### config.mk
export PLATFORM = sky130hd
export DESIGN_NAME = seg_scan_driver
export DESIGN_NICKNAME = d
export VERILOG_FILES = /design/src/rtl/seg_scan_driver.sv
export SDC_FILE = /design/constraint.sdc
export NUM_CORES = 1
export LEC_CHECK = 0
export CAP_MARGIN = 20
export CORE_ASPECT_RATIO = 1.75
export CORE_MARGIN = 4
export CORE_UTILIZATION = 50
export DETAILED_ROUTE_END_ITERATION = 7
export GPL_TIMING_DRIVEN = 0
export PLACE_DENSITY = 0.76
export SLEW_MARGIN = 0
export SYNTH_ARGS = -nofsm -noshare
export SYNTH_HDL_FRONTEND = slang
export SYNTH_SLANG_ARGS = --single-unit
export TNS_END_PERCENT = 30
### constraint.sdc
create_clock -name clk -period 2.9 [get_ports clk]
set_input_delay 0.29 -clock clk [delete_from_list [all_inputs] [get_ports clk]]
set_output_delay 0.29 -clock clk [all_outputs]
set_load 0.01 [all_outputs]
### src/rtl/seg_scan_driver.sv
// Multiplexed seven-segment driver with a tear-free double buffer; outputs registered, one cycle after idx moves.
// No backpressure: load is always accepted. Optional leading-zero blanking via `define SEG_SCAN_LZB_EN.
module seg_scan_driver #(
    parameter int DIGITS     = 8,
    parameter int SCAN_DIV   = 50000,
    parameter int ACTIVE_LOW = 1
) (
    input  logic                  clk,
    input  logic                  rst_n,
    input  logic [4*DIGITS-1:0]   value,
    input  logic [DIGITS-1:0]     dp_mask,
    input  logic [DIGITS-1:0]     blank_mask,
    input  logic                  load,
    output logic [7:0]            SEGMENTS,
    output logic [DIGITS-1:0]     AN,
    output logic                  frame_done
);

    localparam int PW = (SCAN_DIV > 1) ? $clog2(SCAN_DIV) : 1;
    localparam int IW = (DIGITS > 1) ? $clog2(DIGITS) : 1;
    localparam logic [PW-1:0]     PRE_LAST = PW'(SCAN_DIV - 1);
    localparam logic [IW-1:0]     IDX_LAST = IW'(DIGITS - 1);
    // XOR masks turn the internal active-low form into the board polarity.
    localparam logic [7:0]        SEG_POL  = (ACTIVE_LOW != 0) ? 8'h00 : 8'hFF;
    localparam logic [DIGITS-1:0] AN_POL   = (ACTIVE_LOW != 0) ? '0 : '1;

    function automatic logic [6:0] decode(input logic [3:0] n);
        case (n)
            4'h0: decode = 7'b1000000;
            4'h1: decode = 7'b1111001;
            4'h2: decode = 7'b0100100;
            4'h3: decode = 7'b0110000;
            4'h4: decode = 7'b0011001;
            4'h5: decode = 7'b0010010;
            4'h6: decode = 7'b0000010;
            4'h7: decode = 7'b1111000;
            4'h8: decode = 7'b0000000;
            4'h9: decode = 7'b0010000;
            4'hA: decode = 7'b0001000;
            4'hB: decode = 7'b0000011;
            4'hC: decode = 7'b1000110;
            4'hD: decode = 7'b0100001;
            4'hE: decode = 7'b0000110;
            default: decode = 7'b0001110;
        endcase
    endfunction

`ifdef SEG_SCAN_LZB_EN
    // A digit is suppressed while it and everything above it are zero; digit 0 always shows.
    function automatic logic [DIGITS-1:0] lzb_mask(input logic [4*DIGITS-1:0] v);
        logic zero_run;
        zero_run = 1'b1;
        lzb_mask = '0;
        for (int i = DIGITS - 1; i >= 1; i--) begin
            zero_run    = zero_run & (v[4*i +: 4] == 4'h0);
            lzb_mask[i] = zero_run;
        end
    endfunction

    logic [DIGITS-1:0]   disp_sup;
`endif

    logic [PW-1:0]       pre;
    logic [IW-1:0]       idx;
    logic [4*DIGITS-1:0] sh_val, disp_val;
    logic [DIGITS-1:0]   sh_dp, sh_blank, disp_dp, disp_blank;
    logic                pending;
    logic                tick, wrap;

    logic [3:0]          cur_nib;
    logic                cur_dp, cur_blank, cur_sup;
    logic [7:0]          seg_al;
    logic [DIGITS-1:0]   an_al;

    assign tick = (pre == PRE_LAST);
    assign wrap = tick && (idx == IDX_LAST);

    always_comb begin
        cur_nib   = 4'h0;
        cur_dp    = 1'b0;
        cur_blank = 1'b0;
        cur_sup   = 1'b0;
        an_al     = '1;
        for (int i = 0; i < DIGITS; i++) begin
            if (idx == IW'(i)) begin
                cur_nib   = disp_val[4*i +: 4];
                cur_dp    = disp_dp[i];
                cur_blank = disp_blank[i];
`ifdef SEG_SCAN_LZB_EN
                cur_sup   = disp_sup[i];
`endif
                an_al[i]  = 1'b0;
            end
        end
        seg_al = 8'hFF;
        if (!cur_blank) begin
            seg_al = {~cur_dp, cur_sup ? 7'h7F : decode(cur_nib)};
        end
    end

    always_ff @(posedge clk or negedge rst_n) begin
        if (!rst_n) begin
            pre        <= '0;
            idx        <= '0;
            sh_val     <= '0;
            sh_dp      <= '0;
            sh_blank   <= '0;
            pending    <= 1'b0;
            disp_val   <= '0;
            disp_dp    <= '0;
            disp_blank <= '0;
`ifdef SEG_SCAN_LZB_EN
            disp_sup   <= '0;
`endif
            SEGMENTS   <= ~SEG_POL;
            AN         <= ~AN_POL;
            frame_done <= 1'b0;
        end else begin
            pre <= tick ? '0 : pre + 1'b1;
            if (tick) begin
                idx <= (idx == IDX_LAST) ? '0 : idx + 1'b1;
            end

            if (load) begin
                sh_val   <= value;
                sh_dp    <= dp_mask;
                sh_blank <= blank_mask;
            end

            // A load landing on the wrap bypasses the shadow so it is not held a whole frame.
            if (wrap) begin
                pending <= 1'b0;
                if (load) begin
                    disp_val   <= value;
                    disp_dp    <= dp_mask;
                    disp_blank <= blank_mask;
`ifdef SEG_SCAN_LZB_EN
                    disp_sup   <= lzb_mask(value);
`endif
                end else if (pending) begin
                    disp_val   <= sh_val;
                    disp_dp    <= sh_dp;
                    disp_blank <= sh_blank;
`ifdef SEG_SCAN_LZB_EN
                    disp_sup   <= lzb_mask(sh_val);
`endif
                end
            end else if (load) begin
                pending <= 1'b1;
            end

            SEGMENTS   <= seg_al ^ SEG_POL;
            AN         <= an_al ^ AN_POL;
            frame_done <= wrap;
        end
    end

endmodule

# == Word-level counts from Yosys, hierarchy flattened ==
# Memories as Yosys holds them, arrays and structs flattened.
# Cells that the tools add are included.
# word_totals
memories,1
romBits,112
ff_bits,133
out_inout_bits,17
wordCells,72
inputBits,51
# op_classes
add_sub_neg,2
n_reduce_logical,5
eq_ne,8
muxes,43
n_bitwise,1
# memory_table
name,depth,word_bits,read_ports,rd_clocked_by_memory_dff,wr,line_no,text
(no name shown),16,7,1,0,0,28,case (n)
# op_table
op,count
two-way mux 32 bit,2
two-way mux 8 bit,5
two-way mux 4 bit,8
two-way mux 1 bit,26
adder 16 x 1 -> 16 bit (second input constant),1
== test 16 bit (second input constant),1
two-way mux 16 bit,1
== test 3 bit (second input constant),4
== test 3 x 2 -> 1 bit (second input constant),2
nonzero test 2 bit,2
adder 3 x 1 -> 3 bit (second input constant),1
== test 3 x 1 -> 1 bit (second input constant),1
zero test 3 bit,1
two-way mux 3 bit,1
AND reduction 2 bit,1
logical AND 1 bit,1
inverter 1 bit,1

# == Longest topological paths before layout ==
# Gate-level depths: netlist of run 1.
# depth
depth_word,11
mapped_depth,14
ltp_nobuf,12

# == Worst setup path before layout of run 1 ==
# OpenSTA, ideal clock, no wires.
# synth_timing
path_kind,register -> register
start,reg idx[2]
end,reg SEGMENTS[1]
required_time_ps,2815
synth_period_minus_slack_ps,2807
setup_ps,85
path_stages_with_launch,12
path_buffers,0
slack_ps,93
t_arrival_ps,2722
cell_sequence,dfrtp_1 > clkinv_1 > ha_1 > or2_1 > a221oi_1 > o22ai_1 > a21oi_1 > inv_1 > ha_1 > inv_1 > mux2_2 > o221ai_1
# synth_between
elab_chain_cells,11
elab_cells_between_ends,26
classes_between,7 x eq/ne; 17 x mux; 1 x reduce/logical; 1 x memory
# synth_rtl
item,line_no,text
from (decl),64,logic [IW-1:0] idx;
from (signal assigned),121,idx <= (idx == IDX_LAST) ? '0 : idx + 1'b1;
zero test 3 bit,85,if (idx == IW'(i)) begin
two-way mux 4 bit (8 in a row),85,
memory read (16 x 7 bit),-,
two-way mux 8 bit (*),96,if (!cur_blank) begin
named net seg_al[1],72,logic [7:0] seg_al;
to (signal assigned),115,SEGMENTS <= ~SEG_POL;
to (signal assigned),152,SEGMENTS <= seg_al ^ SEG_POL;
to (decl),14,"output logic [7:0] SEGMENTS,"
# Mark *: on every way through the listed nets, which the timed path passes. The rest lies on a longest branch.
# A chain may end at the register's enable or synchronous reset.

# == Final worst setup path of run 1 ==
# layout_timing
start,reg idx[1]
end,reg SEGMENTS[1]
# Same word-level chain as after synthesis.

==> flow_metrics.tcl, run 1 <==
set metrics [dict create \
    track_usage_pct 20.23 \
    path_cells "inv_1, ha_1, buf_2, nand2_1, o2111ai_1, a31oi_1, o21ai_1, nand2_2, ha_1, inv_1, mux2_2, o221ai_1" \
    finalNonFillerCells 687 \
    timing.fmax_ghz 0.3541 \
    p_sw_mw 0.8666 \
    fp-row-count 52 \
    cts_buffers 17 \
    power_frac_clock_pct 49.5 \
    synth_cell_types 50 \
    synth-edff-count 0 \
    die_h_um 151.4 \
    yosysMostFrequentCell "dfrtp_1" \
    fp.coreArea_um2 11520 \
    endpoint_kind "register" \
    cap_violations 0 \
    die-area_um2 13610 \
    irDropWorstVdd_uv 417.4 \
    period_share_pct 97.39 \
    worstPathArrival_ps 3140 \
    worst_ep_required_time_ps 3220 \
    drc 0 \
    vias 3859 \
    port_buffers 67 \
    criticalPathCategory "reg2reg" \
    fillers 864 \
    synth_top_area_share_pct 49.85 \
    antenna_found_initial 0 \
    async_flop_share_pct 100.0 \
    dieWidth_um 89.93 \
    drive_gt1_share_pct 31.34 \
    crit_slowest_cell "dfrtp_1" \
    dp_hpwl_um 9282 \
    detail_route.vias_per_cell 5.617 \
    finalCriticalPeriod_ps 2824 \
    cts_buffer_depth 2 \
    cts_sinks 133 \
    path_clk_slew_ps 60 \
    cts-root-buf "clkbuf_16" \
    slew_headroom_pct 47.12 \
    setup_tns_ps 0 \
    outcome "completed" \
    drtIter0Drc 272 \
    grt_overflow 0 \
    synthFlopType "dfrtp_1" \
    synth_area_um2 5873 \
    p_leak_nw 3.370 \
    ys_warn_count 0 \
    design_area_um2 7403 \
    synthCells 450 \
    synthTopCellsByCount "dfrtp_1, mux2_2, nand2_1" \
    switching_share_pct 20.17 \
    finalHoldViolCount 0 \
    gp_congestion 0.8540 \
    crit_buf_inv 3 \
    tritoncts "done" \
    synth_seq_area_share_pct 57.01 \
    ant_nets 0 \
    p_int_mw 3.430 \
    diodes 0 \
    synth_top_cell_by_area "dfrtp_1" \
    grt_start_max_net_pins 70 \
    final_max_slew_viol_count 0 \
    worst_pin_slew_ps 789.5 \
    detail_route.wl_per_cell_um 18.61 \
    post-place-cells 653 \
    clock_latency_ps 410 \
    io_pins 68 \
    syn_nets 515 \
    initial_core_util_pct 51.00 \
    grt_pass1_wl_um 21450 \
    holdWs_ps 442.1 \
    path_max_fanout 10 \
    min_path_type "in2async" \
    cp-start-kind "register" \
    rsz0062_at_grt "no" \
    first_pass_iters 4 \
    crit_family "compound AO/OA/AOI/OAI gates" \
    synthToLayoutAreaGrowth_pct 26.05 \
    clock_skew_ps 8.050 \
    place_area_um2 6741 \
    h-tree-depth 4 \
    powerDensity_nw_per_um2 580.4 \
    ys_ff_latch 133 \
    nets 604 \
    avgSynthCellArea_um2 13.05 \
    synth_top_cells_by_area "dfrtp_1, mux2_2, dfstp_2, mux2_4, ha_1" \
    setup_violations 0 \
    drt_wl_total_um 12790 \
    critPathMaxStageDelay_ps 410 \
    grt_pass1_vias 4301 \
    p_seq_share_pct 45.2 \
    power_frac_comb_pct 5.3 \
]
-- placed cells by master (no fill, tap or decap), types with 5 or more instances in the layout --
master           instances
clkbuf_16               17
inv_1                   14
buf_6                    5
nand2_1                 30
nand3_1                 15
mux2_2                  77
o21ai_0                 14
dfrtp_1                116
mux2_4                  20
xor2_1                   8
nor2_1                  16
clkdlybuf4s50_1         66
dfstp_2                 16
buf_2                    7
clkbuf_8                 5
a211oi_1                 5
ha_1                    12
and3_1                   5
xnor2_1                  5
a21oi_1                 13
-- worst register-to-register path, stage by stage, from the launching register on --
cell	delay (ps)
dfrtp_1	410
inv_1	140
ha_1	230
buf_2	250
nand2_1	110
o2111ai_1	270
a31oi_1	130
o21ai_1	190
nand2_2	140
ha_1	340
inv_1	50
mux2_2	260
o221ai_1	210
-- final cells by class --
type,count,area (µm²),share of cell area (%)
flip-flops and latches,133,3349,45.24
multi-input cells,279,2370,32.01
repair buffers,70,716.9,9.684
clock buffers,25,505.5,6.828
well taps,135,168.9,2.282
plain buffers,21,133.9,1.808
clock inverters,7,93.84,1.268
inverters,17,65.06,0.8788
-- routing by layer --
layer / global-route usage [%] / vias to the layer above / routed length [µm]
met5: 0 / - / 0
met4: 9.279 / 0 / 352
met3: 4.970 / 29 / 557
met2: 38.01 / 126 / 7097
met1: 21.28 / 1938 / 4777
li1: - / 1766 / -
-- flip-flops by register name, summed over array words and instances (netlist names) --
register    flops
AN              8
SEGMENTS        8
disp_blank      8
disp_dp         8
disp_val       32
frame_done      1
idx             3
pending         1
pre            16
sh_blank        8
sh_dp           8
sh_val         32
-- per-stage QoR --
stage	worst slack (ps)	util (%)	power, mW
global route	1.070	64.29	4.450
finish	75.65	64.29	4.297
floorplan	93.35	-	2.061
global placement	-3282	58.29	2.192
CTS	38.23	64.03	4.339
detailed placement	-392.1	58.54	2.207
-- power groups by stage --
stage	clock network, mW	registers, mW	logic (mW)
6_report	2.13	1.94	0.227
5_1_grt	2.25	1.95	0.253
4_1_cts	2.16	1.94	0.235
3_5_place_dp	0	1.97	0.233
3_3_place_gp	0	1.97	0.221
2_1_floorplan	0	1.97	0.0944
-- cells by family after synthesis --
kind of cell | count (synthesis) | share of synthesized area, %
flops | 133 | 57.01
buf+inv | 38 | 3.110
mux | 101 | 20.56
simple gates | 92 | 7.776
xor+xnor | 13 | 1.939
compound gates | 59 | 6.625
fa+ha+maj | 14 | 2.983
-- worst paths after layout --
| check | from | end | slack (ps) | depth (start not counted) |
|---|---|---|---|---|
| worst max-delay path | idx[1]$_DFFE_PN0N_ | SEGMENTS[1]$_DFF_PN1_ | 80 | 12 |
| worst min-delay path | rst_n | sh_val[19]$_DFFE_PN0P_ | 440 | 2 |
| worst max register to register | idx[1]$_DFFE_PN0N_ | SEGMENTS[1]$_DFF_PN1_ | 80 | 12 |
| worst min register to register | pre[0]$_DFF_PN0_ | pre[0]$_DFF_PN0_ | 460 | 1 |
| max in group asynchronous | rst_n | AN[2]$_DFF_PN1_ | 1670 | 3 |
| min in group clk | pre[0]$_DFF_PN0_ | pre[0]$_DFF_PN0_ | 460 | 1 |
-- repair_timing --
action | in CTS | in global routing
endpoints found under the hold margin | 64 | 0
resized for setup | 7 | 10
pin swaps | 1 | 0
setup buffers | 1 | 0
hold buffers | 1 | 0
setup endpoints to repair | 6 | 3
(Power assumes the default switching activity.)
==> run 2: changes to the inputs <==
Settings changed: ABC_AREA set to 0.
Clock period 2.9 ns to 2.4 ns, I/O delays scaled along.
==> run 2 against run 1 <==
The flow now finishes with violations (negative setup slack). Global-route usage grew 0.19 points. Critical endpoint is now SEGMENTS[4]$_DFF_PN1_. Critical path depth down 2. Maximum frequency grew 11%. Clock power is 30% higher. Final area rose by 5.4%. Largest cell class unchanged. Sequential share of layout area shrank 2.3 points. Sequential cell count unchanged. Via count rose by 3.6%. Register-to-register slack worse by 220 ps. Combinational power rose by 21%.
==> flow_metrics.tcl, run 2 (same netlist as run 1, synthesis figures left out) <==
set metrics [dict create \
    fillers 762 \
    cap_violations 0 \
    slew_headroom_pct 60.50 \
    r2r_slack_ps -140 \
    fp-row-count 52 \
    top_regs "disp_val x32, sh_val x32, pre x16" \
    die-area_um2 13610 \
    worst_pin_slew_ps 592.5 \
    dp_hpwl_um 9087 \
    grt_pass1_wl_um 21520 \
    min_path_type "in2async" \
    outcome "finished, violations left" \
    violations "negative setup slack" \
    worstReg2RegStart "idx[1]$_DFFE_PN0N_" \
    io_pins 68 \
    worstRegToRegCells 10 \
    fp.coreArea_um2 11520 \
    path_clk_slew_ps 60 \
    port_buffers 67 \
    endpoint_kind "register" \
    track_usage_pct 20.43 \
    final_common_cell "dfrtp_1" \
    rsz0062_at_grt "yes" \
    clock_skew_ps 6.396 \
    cts_sinks 133 \
    layout.cells.most_common_list "dfrtp_1, mux2_2, clkdlybuf4s50_1" \
    design_area_um2 7802 \
    final_max_slew_viol_count 0 \
    die_h_um 151.4 \
    cp-start-kind "register" \
    powerDensity_nw_per_um2 689.1 \
    r2r_end "SEGMENTS[4]$_DFF_PN1_" \
    ant_nets 0 \
    cts-root-buf "clkbuf_16" \
    drtIter0Drc 303 \
    synthToLayoutAreaGrowth_pct 32.85 \
    period_share_pct 105.9 \
    drc 0 \
    dieWidth_um 89.93 \
    criticalPathCategory "reg2reg" \
    drt_wl_total_um 13630 \
    drive_gt1_share_pct 38.66 \
    h-tree-depth 4 \
    worst_ep_required_time_ps 2700 \
    first_pass_iters 5 \
    tritoncts "done" \
    cts_buffer_depth 2 \
    grt_overflow 0 \
    antenna_found_initial 0 \
    place_area_um2 6788 \
    p_leak_nw 3.513 \
    irDropWorstVdd_uv 487.3 \
    finalCriticalPeriod_ps 2541 \
    clock_latency_ps 410 \
    initial_core_util_pct 51.00 \
    path_max_fanout 9 \
    finalWorstSetupSlack_ps -141.4 \
    vias 3998 \
    diodes 0 \
    timing.fmax_ghz 0.3935 \
    gp_congestion 0.8660 \
    finalHoldViolCount 0 \
    detail_route.wl_per_cell_um 19.36 \
    grt_pass1_vias 4300 \
    detail_route.vias_per_cell 5.679 \
    setup_violations 6 \
    grt_start_max_net_pins 71 \
    final_util_pct 67.75 \
    worstPathArrival_ps 2840 \
    cts_buffers 17 \
    nets 621 \
]
[run 2: cell count changes in the layout (fill, tap and decap cells not counted), moves of 3 or more]
cell      change
a211oi_2      +4
inv_1         -6
a211oi_1      -4
ha_4          +8
buf_8         +3
inv_4         +4
buf_4        +15
ha_1          -8
[run 2: repair_timing]
item	CTS	global route
resized for setup	43	11
pin swaps	10	10
setup buffers	15	3
hold buffers	1	0
endpoints found under the setup margin	8	8
endpoints found under the hold margin	63	0
cloned	0	0
[run 2: metal layers]
layer  track usage [%]  up-vias  part of all wire (%)  wire, µm
met2             37.82      165                    55      7525
li1                  -     1792                     -         -
met4             11.35        0                   4.0       541
met1             21.41     1989                    36      4932
met5                 0        -                     0         0
met3             4.573       52                   4.6       626
[run 2: cell type report]
cell class	instances	area, µm²	area share [%]
Tap cell	135	168.9	2.165
Sequential cell	133	3352	42.96
Clock inverter	9	147.6	1.892
Clock buffer	23	488.0	6.254
Timing Repair Buffer	87	857.1	10.98
Buffer	21	162.7	2.085
Inverter	17	78.83	1.010
Multi-Input combinational cell	279	2547	32.65
[run 2: how the worst max path moves through the flow]
stage                             startpoint                       to  slack [ps]
after floorplan           idx[1]$_DFFE_PN0N_    SEGMENTS[1]$_DFF_PN1_           3
after global placement                 rst_n  sh_blank[3]$_DFFE_PN0P_       -3730
after detailed placement  idx[1]$_DFFE_PN0N_    SEGMENTS[1]$_DFF_PN1_        -400
after CTS                 idx[0]$_DFFE_PN0N_    SEGMENTS[1]$_DFF_PN1_         -60
after global routing      idx[0]$_DFFE_PN0N_    SEGMENTS[4]$_DFF_PN1_        -230
final                     idx[1]$_DFFE_PN0N_    SEGMENTS[4]$_DFF_PN1_        -140
[run 2: worst max-delay path: stages, from the launching register on]
cell and delay [ps]:
dfrtp_2 460, ha_4 190, ha_1 200, clkinv_1 310, o21ai_0 330, a21oi_2 70
buf_4 160, buf_4 160, ha_1 190, mux2i_1 220, o221ai_2 140
[run 2: where the power goes]
part | leakage, nW | switching [mW] | total [mW] | internal (mW)
Combinational | 1.53 | 0.120 | 0.274 | 0.154
Sequential | 1.67 | 0.0198 | 2.35 | 2.33
Clock | 0.313 | 0.917 | 2.76 | 1.84
[run 2: per-stage QoR]
stage	instances	hold slack (ps)	setup slack [ps]	power (mW)	TNS [ps]
after CTS	701	411.4	-63.67	5.424	-158.0
after global routing	704	443.7	-230.2	5.548	-1033
after global placement	652	450.2	-3726	2.648	-472660
after floorplan	450	-55.59	2.699	2.490	0
final	704	382.2	-141.4	5.377	-554.8
after detailed placement	653	263.8	-402.5	2.664	-3499
==> run 3: changes to the inputs <==
--- a/constraint.sdc
+++ b/constraint.sdc
@@ -3,2 +3,2 @@
 set_output_delay 0.24 -clock clk [all_outputs]
-set_load 0.01 [all_outputs]
+set_load 0.02 [all_outputs]
==> results of run 3 <==
Final layout, timing and power as in run 2 (identical DEF).
